$ cat src/rtl/fpu_rr_arbiter.sv
// Round-robin arbiter sharing one FPU slave port among N_MASTERS requesters over req/ack.
// Optional stall watchdog compiled in with FPU_ARB_TIMEOUT_EN.
module fpu_rr_arbiter #(
    parameter int N_MASTERS   = 4,
    parameter int SEL_W       = 2,
    parameter int TIMEOUT_CYC = 64
) (
    input  logic                 CLK,
    input  logic                 RST,
    input  logic [N_MASTERS-1:0] M_req,
    output logic [N_MASTERS-1:0] M_ack,
    output logic                 S_req,
    input  logic                 S_ack,
    output logic [SEL_W-1:0]     Select,
    output logic                 Busy,
    output logic                 Timeout_err,
    output logic [SEL_W-1:0]     Err_id
);

    typedef enum logic [1:0] {
        ARB_IDLE  = 2'd0,
        ARB_GRANT = 2'd1,
        ARB_DONE  = 2'd2
    } state_t;

    state_t           state_r;
    state_t           state_nxt_s;
    logic [SEL_W-1:0] grant_r;
    logic [SEL_W-1:0] ptr_r;
    logic [SEL_W-1:0] winner_s;
    logic [SEL_W-1:0] idx_s;
    logic [SEL_W-1:0] ptr_nxt_s;
    logic             found_s;
    logic             abort_s;
    logic             ack_s;
    logic             expire_s;

    // Rotating search: first requester at or above ptr, wrapping to 0
    always_comb begin
        winner_s = ptr_r;
        found_s  = 1'b0;
        idx_s    = ptr_r;
        for (int i = 0; i < N_MASTERS; i++) begin
            idx_s = SEL_W'((int'(ptr_r) + i) % N_MASTERS);
            if (!found_s && M_req[idx_s]) begin
                winner_s = idx_s;
                found_s  = 1'b1;
            end else begin
                winner_s = winner_s;
            end
        end
    end

    assign ptr_nxt_s = (grant_r == SEL_W'(N_MASTERS - 1)) ? {SEL_W{1'b0}} : grant_r + SEL_W'(1);
    // Exit causes in priority order: withdrawal, then slave ack, then watchdog
    assign abort_s   = (state_r == ARB_GRANT) && !M_req[grant_r];
    assign ack_s     = (state_r == ARB_GRANT) && M_req[grant_r] && S_ack;

`ifdef FPU_ARB_TIMEOUT_EN
    localparam int CNT_W = $clog2(TIMEOUT_CYC) + 1;
    logic [CNT_W-1:0] cnt_r;
    logic [SEL_W-1:0] err_id_r;

    assign expire_s = (state_r == ARB_GRANT) && M_req[grant_r] && !S_ack &&
                      (cnt_r == CNT_W'(TIMEOUT_CYC - 1));

    // Watchdog counts GRANT cycles since entry; Err_id latches the hung master
    always_ff @(posedge CLK) begin
        if (RST) begin
            cnt_r    <= '0;
            err_id_r <= '0;
        end else begin
            if (state_r == ARB_IDLE && found_s) begin
                cnt_r <= '0;
            end else if (state_r == ARB_GRANT) begin
                cnt_r <= cnt_r + CNT_W'(1);
            end else begin
                cnt_r <= cnt_r;
            end
            if (expire_s) begin
                err_id_r <= grant_r;
            end else begin
                err_id_r <= err_id_r;
            end
        end
    end

    assign Err_id = err_id_r;
`else
    localparam int TMO_UNUSED = TIMEOUT_CYC;
    assign expire_s = 1'b0;
    assign Err_id   = '0;
`endif

    // State register
    always_ff @(posedge CLK) begin
        if (RST) begin
            state_r <= ARB_IDLE;
        end else begin
            state_r <= state_nxt_s;
        end
    end

    // Grant and priority pointer; ptr moves past the grantee on every exit
    always_ff @(posedge CLK) begin
        if (RST) begin
            grant_r <= '0;
            ptr_r   <= '0;
        end else begin
            if (state_r == ARB_IDLE && found_s) begin
                grant_r <= winner_s;
            end else begin
                grant_r <= grant_r;
            end
            if (state_r == ARB_DONE) begin
                ptr_r <= ptr_nxt_s;
            end else begin
                ptr_r <= ptr_r;
            end
        end
    end

    // Next-state logic
    always_comb begin
        state_nxt_s = state_r;
        case (state_r)
            ARB_IDLE: begin
                if (found_s) begin
                    state_nxt_s = ARB_GRANT;
                end else begin
                    state_nxt_s = ARB_IDLE;
                end
            end
            ARB_GRANT: begin
                if (abort_s || ack_s || expire_s) begin
                    state_nxt_s = ARB_DONE;
                end else begin
                    state_nxt_s = ARB_GRANT;
                end
            end
            ARB_DONE: state_nxt_s = ARB_IDLE;
            default:  state_nxt_s = ARB_IDLE;
        endcase
    end

    // Outputs
    always_comb begin
        M_ack       = '0;
        S_req       = 1'b0;
        Select      = grant_r;
        Busy        = (state_r != ARB_IDLE);
        Timeout_err = expire_s;
        case (state_r)
            ARB_GRANT: begin
                S_req = !(abort_s || ack_s || expire_s);
                if (ack_s) begin
                    M_ack[grant_r] = 1'b1;
                end else begin
                    M_ack = '0;
                end
            end
            ARB_IDLE: S_req = 1'b0;
            ARB_DONE: S_req = 1'b0;
            default:  S_req = 1'b0;
        endcase
    end

endmodule

$ cat config.mk
export PLATFORM = sky130hd
export DESIGN_NAME = fpu_rr_arbiter
export DESIGN_NICKNAME = d
export VERILOG_FILES = /design/src/rtl/fpu_rr_arbiter.sv
export SDC_FILE = /design/constraint.sdc
export NUM_CORES = 1
export LEC_CHECK = 0
export ABC_AREA = 1
export BUFFER_PORTS_ARGS = -buffer_cell sky130_fd_sc_hd__buf_4
export CORE_MARGIN = 2
export CORE_UTILIZATION = 50
export CTS_CLUSTER_SIZE = 28
export DETAILED_ROUTE_END_ITERATION = 10
export PLACE_DENSITY = 0.87
export REMOVE_ABC_BUFFERS = 1
export SETUP_SLACK_MARGIN = 0.2
export SYNTH_ARGS = -nofsm -noshare
export SYNTH_HDL_FRONTEND = slang
export SYNTH_SLANG_ARGS = --single-unit
$ cat constraint.sdc
create_clock -name CLK -period 1.7 [get_ports CLK]
set_clock_uncertainty 0.1 [all_clocks]
set_input_delay 0.085 -clock CLK [delete_from_list [all_inputs] [get_ports CLK]]
set_output_delay 0.085 -clock CLK [all_outputs]
set_load 0.03 [all_outputs]
==> metrics, run 1 <==
status=complete, no violations; largest net degree at the start of global routing=9; final setup margin=0.0981 ns; critical-path maximum fanout=8; Worst EP arrival=1.64 ns; I/O pin total=18; DR vias/cell=5.15; core area=1270 um^2; yosys synthesis warning count=0; Netlist cell types=21; cells after synthesis=107; post-route ant nets=0; Max Root-Sink Buffers=2; number of global-route vias before repair=689; final wirelength=1.81 mm; die height=40.6 um; Static Leakage=0.485 nW; Power Dens Cells=1120 nW/um^2; first-pass GRT wire length=2.64 mm; RSZ-0062 raised after global routing=yes; Final Max Tran Viols=0; CP delay by family, top=simple AND/OR/NAND/NOR gates; period utilization=94.2%; final setup fails=0; Post-Place Setup Slack=0.0223 ns; Num CTS Buffers=3; share of layout cells above drive strength 1=43.4%; clock-pin slew on the worst setup and hold paths=0.05 ns; CP Class=flop to flop; Hold Crit Class=primary input to flop; critical-path cell list=inv_6 -> nand2_2 -> nand3_2 -> nand2_4 -> inv_2 -> nor2_8 -> nand2_2 -> o21ai_2 -> inv_2 -> o21ai_2 -> nor2_1; #FFs+latches synth=6; Final Instance Count excl. Fillers=144; Final Critical Period=1.60 ns; initial antenna violation count=0; critical path endpoint category=flop; Starting Density=52.7%; Wirelength per Cell=12.6 um; Area Growth Syn to Fin=34.5%; Peak supply drop=0.756 mV; Synth Area per Inst=6.24 um^2; delay of the slowest cell on the worst path=0.41 ns; Pwr Total=0.00101 W; H-tree Lvls=1; First-pass DRT Iterations=4; dpl cells=136; Die ar.=1640 um^2; # rows=13; Worst-Skew Late Latency=0.25 ns; hpwl dp=1.16 mm; total track usage=24.3%; setup tns final=0 ns; startpoint types=flop; DRC errors left=0; Ant. Diodes=0; sequential share of the synthesized area=18.0%; gpl congestion=0.819; Fin. Hold Viols=0; Slowest-stage cell, CP=dfxtp_4; Critical Path RT=1.74 ns; initial drt markers=13; die width=40.6 um; Via Count=741; f_max=624 MHz; root buffer cell=clkbuf_4; CTS tree=done; Overflow after GRT=0; Final #Nets=142; Buf/Inv on CP=3; CTS Sinks=6; post-synth design cell area=668 um^2; Max-cap violations=0; # port buffers=14
==> routing by layer <==
| layer | vias to the layer above | routed length [um] | global-route usage (%) |
|---|---|---|---|
| li1 | 367 | - | - |
| met1 | 339 | 755 | 27.0 |
| met2 | 31 | 932 | 45.2 |
| met3 | 4 | 111 | 3.89 |
| met4 | 0 | 14 | 9.17 |
| met5 | - | 0 | 0 |
==> where the power goes <==
| part | internal, W | total (W) | switching (W) |
|---|---|---|---|
| Combinational | 0.000237 | 0.000651 | 0.000414 |
| Sequential | 0.000176 | 0.000217 | 0.0000416 |
| Clock | 0.0000804 | 0.000139 | 0.0000585 |
| Total | 0.000493 | 0.00101 | 0.000514 |
==> cell usage in the layout, fill, tap and decap left out <==
cell,synthesis,final
buf_4,3,20
dlygate4sd3_1,0,1
dfxtp_1,6,3
ha_1,4,4
nor2_1,11,11
a21oi_1,4,4
nand3_1,10,7
o21ai_0,1,1
o21ai_2,3,4
inv_6,1,2
clkbuf_4,0,3
a211oi_1,1,1
nand2_4,4,6
nand2_2,7,10
inv_1,15,13
dfxtp_4,0,2
nand4_1,2,2
a31oi_1,1,1
nand3_2,0,3
dfxtp_2,0,1
nand2_1,27,22
nor2_8,1,1
inv_2,3,4
conb_1,1,3
==> worst register-to-register path: stages, from the launching register on <==
cell     delay [ns]
dfxtp_4        0.41
inv_6          0.07
nand2_2        0.07
nand3_2        0.09
nand2_4        0.10
inv_2          0.06
nor2_8         0.10
nand2_2        0.06
o21ai_2        0.17
inv_2          0.08
o21ai_2        0.13
nor2_1         0.06
==> layout make-up <==
class                           instances  area (um^2)
Fill cell                             112          370
Sequential cell                         6          129
Timing Repair Buffer                   21          160
Clock buffer                            3         22.5
Inverter                               19         81.3
Tap cell                               15         18.8
Multi-Input combinational cell         80          487
==> state kept, by name (all words and copies together), names as in the netlist <==
name	count
state_r	2
Select	2
ptr_r	2
==> cell usage after synthesis (all sizes together) <==
cell | number | area share (%)
conb | 1 | 0.56
a31oi | 1 | 0.94
ha | 4 | 7.5
nand4 | 2 | 1.9
dfxtp | 6 | 18
a21oi | 4 | 3.0
o21ai | 5 | 5.4
buf | 4 | 5.1
a211oi | 1 | 1.1
inv | 19 | 11
nor2 | 12 | 9.2
nand3 | 10 | 7.5
nand2 | 38 | 28
==> logic make-up after synthesis <==
| group | count (synthesis) | share of synthesized area [%] |
|---|---|---|
| AND/OR/NAND/NOR | 62 | 47.0 |
| AO/OA/AOI/OAI | 11 | 10.5 |
| buffers and inverters | 23 | 16.5 |
| other | 1 | 0.561 |
| flip-flops | 6 | 18.0 |
| adder cells (fa/ha/maj) | 4 | 7.49 |
==> through the flow <==
stage | cell area (um^2) | hold WS (ns) | utilization [%]
final | 898 | 0.116 | 70.8
after global routing | 898 | 0.169 | 70.8
after CTS | 882 | 0.114 | 69.5
after detailed placement | 781 | 0.184 | 61.5
after global placement | 781 | 0.177 | 61.5
after floorplan | 642 | 0.0574 | -
==> final timing paths <==
path                                  from          to  slack, ns  cells past startpoint
worst min-delay path                 S_ack  state_r[1]       0.12                      5
worst max register to register    ptr_r[0]   Select[0]        0.1                     11
worst min register to register  state_r[1]    ptr_r[0]       0.45                      2
worst max-delay path              ptr_r[0]   Select[0]        0.1                     11
==> what timing repair did <==
item | in CTS | in global routing
hold endpoints to repair | 2 | 0
setup buffers | 3 | 1
setup endpoints to repair | 8 | 8
pin swaps | 7 | 5
hold buffers | 1 | 0
gates resized for setup | 18 | 2
(Power assumes the default switching activity.)
==> inputs of run 2 (changes only) <==
Settings changed: ABC_AREA 1 to not set, BUFFER_PORTS_ARGS -buffer_cell sky130_fd_sc_hd__buf_4 to not set, CORE_AREA set to 2 2 39 41, CORE_MARGIN 2 to not set, CORE_UTILIZATION 50 to not set, DIE_AREA set to 0 0 41 43, DONT_BUFFER_PORTS set to 1, PLACE_DENSITY 0.87 to 0.6.
==> metrics, run 2 <==
status=complete, but fails checks (was complete, no violations); violated checks=setup timing; # rows=14 (was 13); CTS tree=done (unchanged); CTS Sinks=6 (unchanged); top_reg_cell synth=dfxtp_1 (unchanged); Overflow after GRT=0 (unchanged); largest net degree at the start of global routing=8 (was 9); DRC errors left=0 (unchanged); Critical Path RT=1.51 ns (was 1.74 ns); area leader, netlist=dfxtp_1 (unchanged); critical-path maximum fanout=4 (was 8); final setup fails=6 (was 0); CP Class=flop to primary output (was flop to flop); cells after synthesis=56 (was 107); startpoint types=flop (unchanged); Starting Density=34.4% (was 52.7%); root buffer cell=clkbuf_4 (unchanged); FF/Latch Area=121 um^2 (was 129 um^2); Netlist cell types=29 (was 21); # port buffers=0 (was 14); number of global-route vias before repair=409 (was 689); Fin Hold WS=0.0123 ns (was 0.116 ns); Static Leakage=0.267 nW (was 0.485 nW); Synth top area share=25.2% (was 18.0%); Via Count=437 (was 741); top cells by area, synth=dfxtp_1, ha_1, a2111oi_4, and2_1, buf_4 (was dfxtp_1, nand2_1, inv_1, ha_1, nand3_1); Ant. Diodes=0 (unchanged); share of layout cells above drive strength 1=30.4% (was 43.4%); Fin. Hold Viols=0 (unchanged); Layout fillers=136 (was 112); I/O pin total=18 (unchanged); final setup margin=-0.122 ns (was 0.0981 ns); RSZ-0062 raised after global routing=yes (unchanged); core area=1380 um^2 (was 1270 um^2); Final #Nets=82 (was 142); initial drt markers=3 (was 13); EDFF count, synth=0 (unchanged); Die ar.=1760 um^2 (was 1640 um^2); Wirelength per Cell=13.0 um (was 12.6 um); initial antenna violation count=0 (unchanged); gpl congestion=0.819 (about the same); sequential share of the synthesized area=25.2% (was 18.0%); total track usage=15.0% (was 24.3%); most frequent cells in the layout=buf_6, dfxtp_1, inv_1 (was nand2_1, buf_4, inv_1); Hold Crit Class=primary input to flop (unchanged); Final Critical Period=1.82 ns (was 1.60 ns); async set-reset flop share out of synthesis=0% (unchanged); post-synth design cell area=477 um^2 (was 668 um^2); #FFs+latches synth=6 (unchanged); DR vias/cell=5.14 (was 5.15); Post-Place Setup Slack=0.00164 ns (was 0.0223 ns); yosys synthesis warning count=0 (unchanged); Max-cap violations=0 (unchanged); critical path endpoint category=primary output (was flop); dpl cells=79 (was 136); critical-path cell list=mux4_2 -> nor3b_4 -> and2_1 -> buf_6 (was inv_6 -> nand2_2 -> nand3_2 -> nand2_4 -> inv_2 -> nor2_8 -> nand2_2 -> o21ai_2 -> inv_2 -> o21ai_2 -> nor2_1); Final Max Tran Viols=0 (unchanged); H-tree Lvls=1 (unchanged); clock-pin slew on the worst setup and hold paths=0.05 ns (about the same); final wirelength=1.10 mm (was 1.81 mm); First-pass DRT Iterations=3 (was 4); Final Instance Count excl. Fillers=85 (was 144); Max Root-Sink Buffers=2 (unchanged); Worst-Skew Late Latency=0.24 ns (was 0.25 ns); Commonest cells post-synth=dfxtp_1, nor2_1, inv_1 (was nand2_1, inv_1, nor2_1); delay of the slowest cell on the worst path=0.54 ns (was 0.41 ns); die height=43 um (was 40.6 um); first-pass GRT wire length=1.77 mm (was 2.64 mm); final core occ=45.7% (was 70.8%); f_max=549 MHz (was 624 MHz); die width=41 um (was 40.6 um); Pwr Total=0.000471 W (was 0.00101 W); Power Dens Cells=746 nW/um^2 (was 1120 nW/um^2); Slowest-stage cell, CP=mux4_2 (was dfxtp_4); most common cell after layout, fill and taps aside=buf_6 (was nand2_1); multi-input logic area=332 um^2 (was 487 um^2); period utilization=107% (was 94.2%); Area Growth Syn to Fin=32.5% (was 34.5%); post-route ant nets=0 (unchanged); Worst EP arrival=1.64 ns (about the same); Peak supply drop=0.386 mV (was 0.756 mV); hpwl dp=870 um (was 1.16 mm); Num CTS Buffers=3 (unchanged); Synth Area per Inst=8.51 um^2 (was 6.24 um^2)
## run 2: cell count changes after synthesis, moves of 5 or more
cell / before / now
nand2_1: 27 / 1
inv_1: 15 / 5
nand3_1: 10 / 0
nand2_2: 7 / 0
nor2_1: 11 / 6
## run 2: routing by layer
layer | up-vias | track usage (%) | part of all wire, %
met2 | 18 | 24.7 | 51
met3 | 0 | 4.19 | 5.7
met5 | - | 0 | 0
met1 | 199 | 18.2 | 43
met4 | 0 | 4.00 | 0
li1 | 220 | - | -
## run 2: repair_timing
action / in CTS / in global routing
hold buffers: 2 / 0
buffers inserted: 1 / 0
endpoints found under the hold margin: 6 / 0
gates cloned: 0 / 0
gates resized for setup: 7 / 4
endpoints found under the setup margin: 6 / 8
pin swaps: 7 / 0
## run 2: final cells by class
cell class              count  share of cell area (%)
well taps                  16                    3.17
flip-flops and latches      6                    19.2
inverters                   7                    4.16
clock buffers               3                    3.56
multi-input cells          42                    52.5
repair buffers             11                    17.4
## run 2: kinds of logic after synthesis
group | share of synthesized area (%)
fa+ha+maj | 10.5
buf+inv | 10.2
other cells | 0.787
compound gates | 21.8
flops | 25.2
mux | 6.82
simple gates | 24.7
## run 2: per-stage QoR
| step | TNS, ns | cell area, um^2 |
|---|---|---|
| 5_1_grt | -0.848 | 632 |
| 3_3_place_gp | 0 | 542 |
| 4_1_cts | -0.462 | 617 |
| 2_1_floorplan | -1.48 | 462 |
| 6_report | -0.619 | 632 |
| 3_5_place_dp | 0 | 542 |
## run 2: report_power, final
part           switching [W]  total [W]  internal, W
Sequential         0.0000151   0.000169     0.000154
Combinational      0.0000960   0.000168    0.0000719
Clock              0.0000540   0.000134    0.0000801
## run 2: path summary, 6_finish.rpt
| check | from | endpoint | slack [ns] | cells past startpoint |
|---|---|---|---|---|
| setup / recovery | Select[0] | M_ack[2] | -0.12 | 4 |
| hold / removal | M_req[1] | Select[0] | 0.01 | 2 |
| setup reg to reg | Select[0] | state_r[0] | -0.07 | 4 |
| hold reg to reg | ptr_r[0] | ptr_r[0] | 0.42 | 2 |
## run 2: critical path: cells and delay by family (launching register included)
family                 cells  cell delay (ns)
AND/OR/NAND/NOR            2             0.39
multiplexers               1             0.54
buffers and inverters      1             0.13
flip-flops                 1             0.33
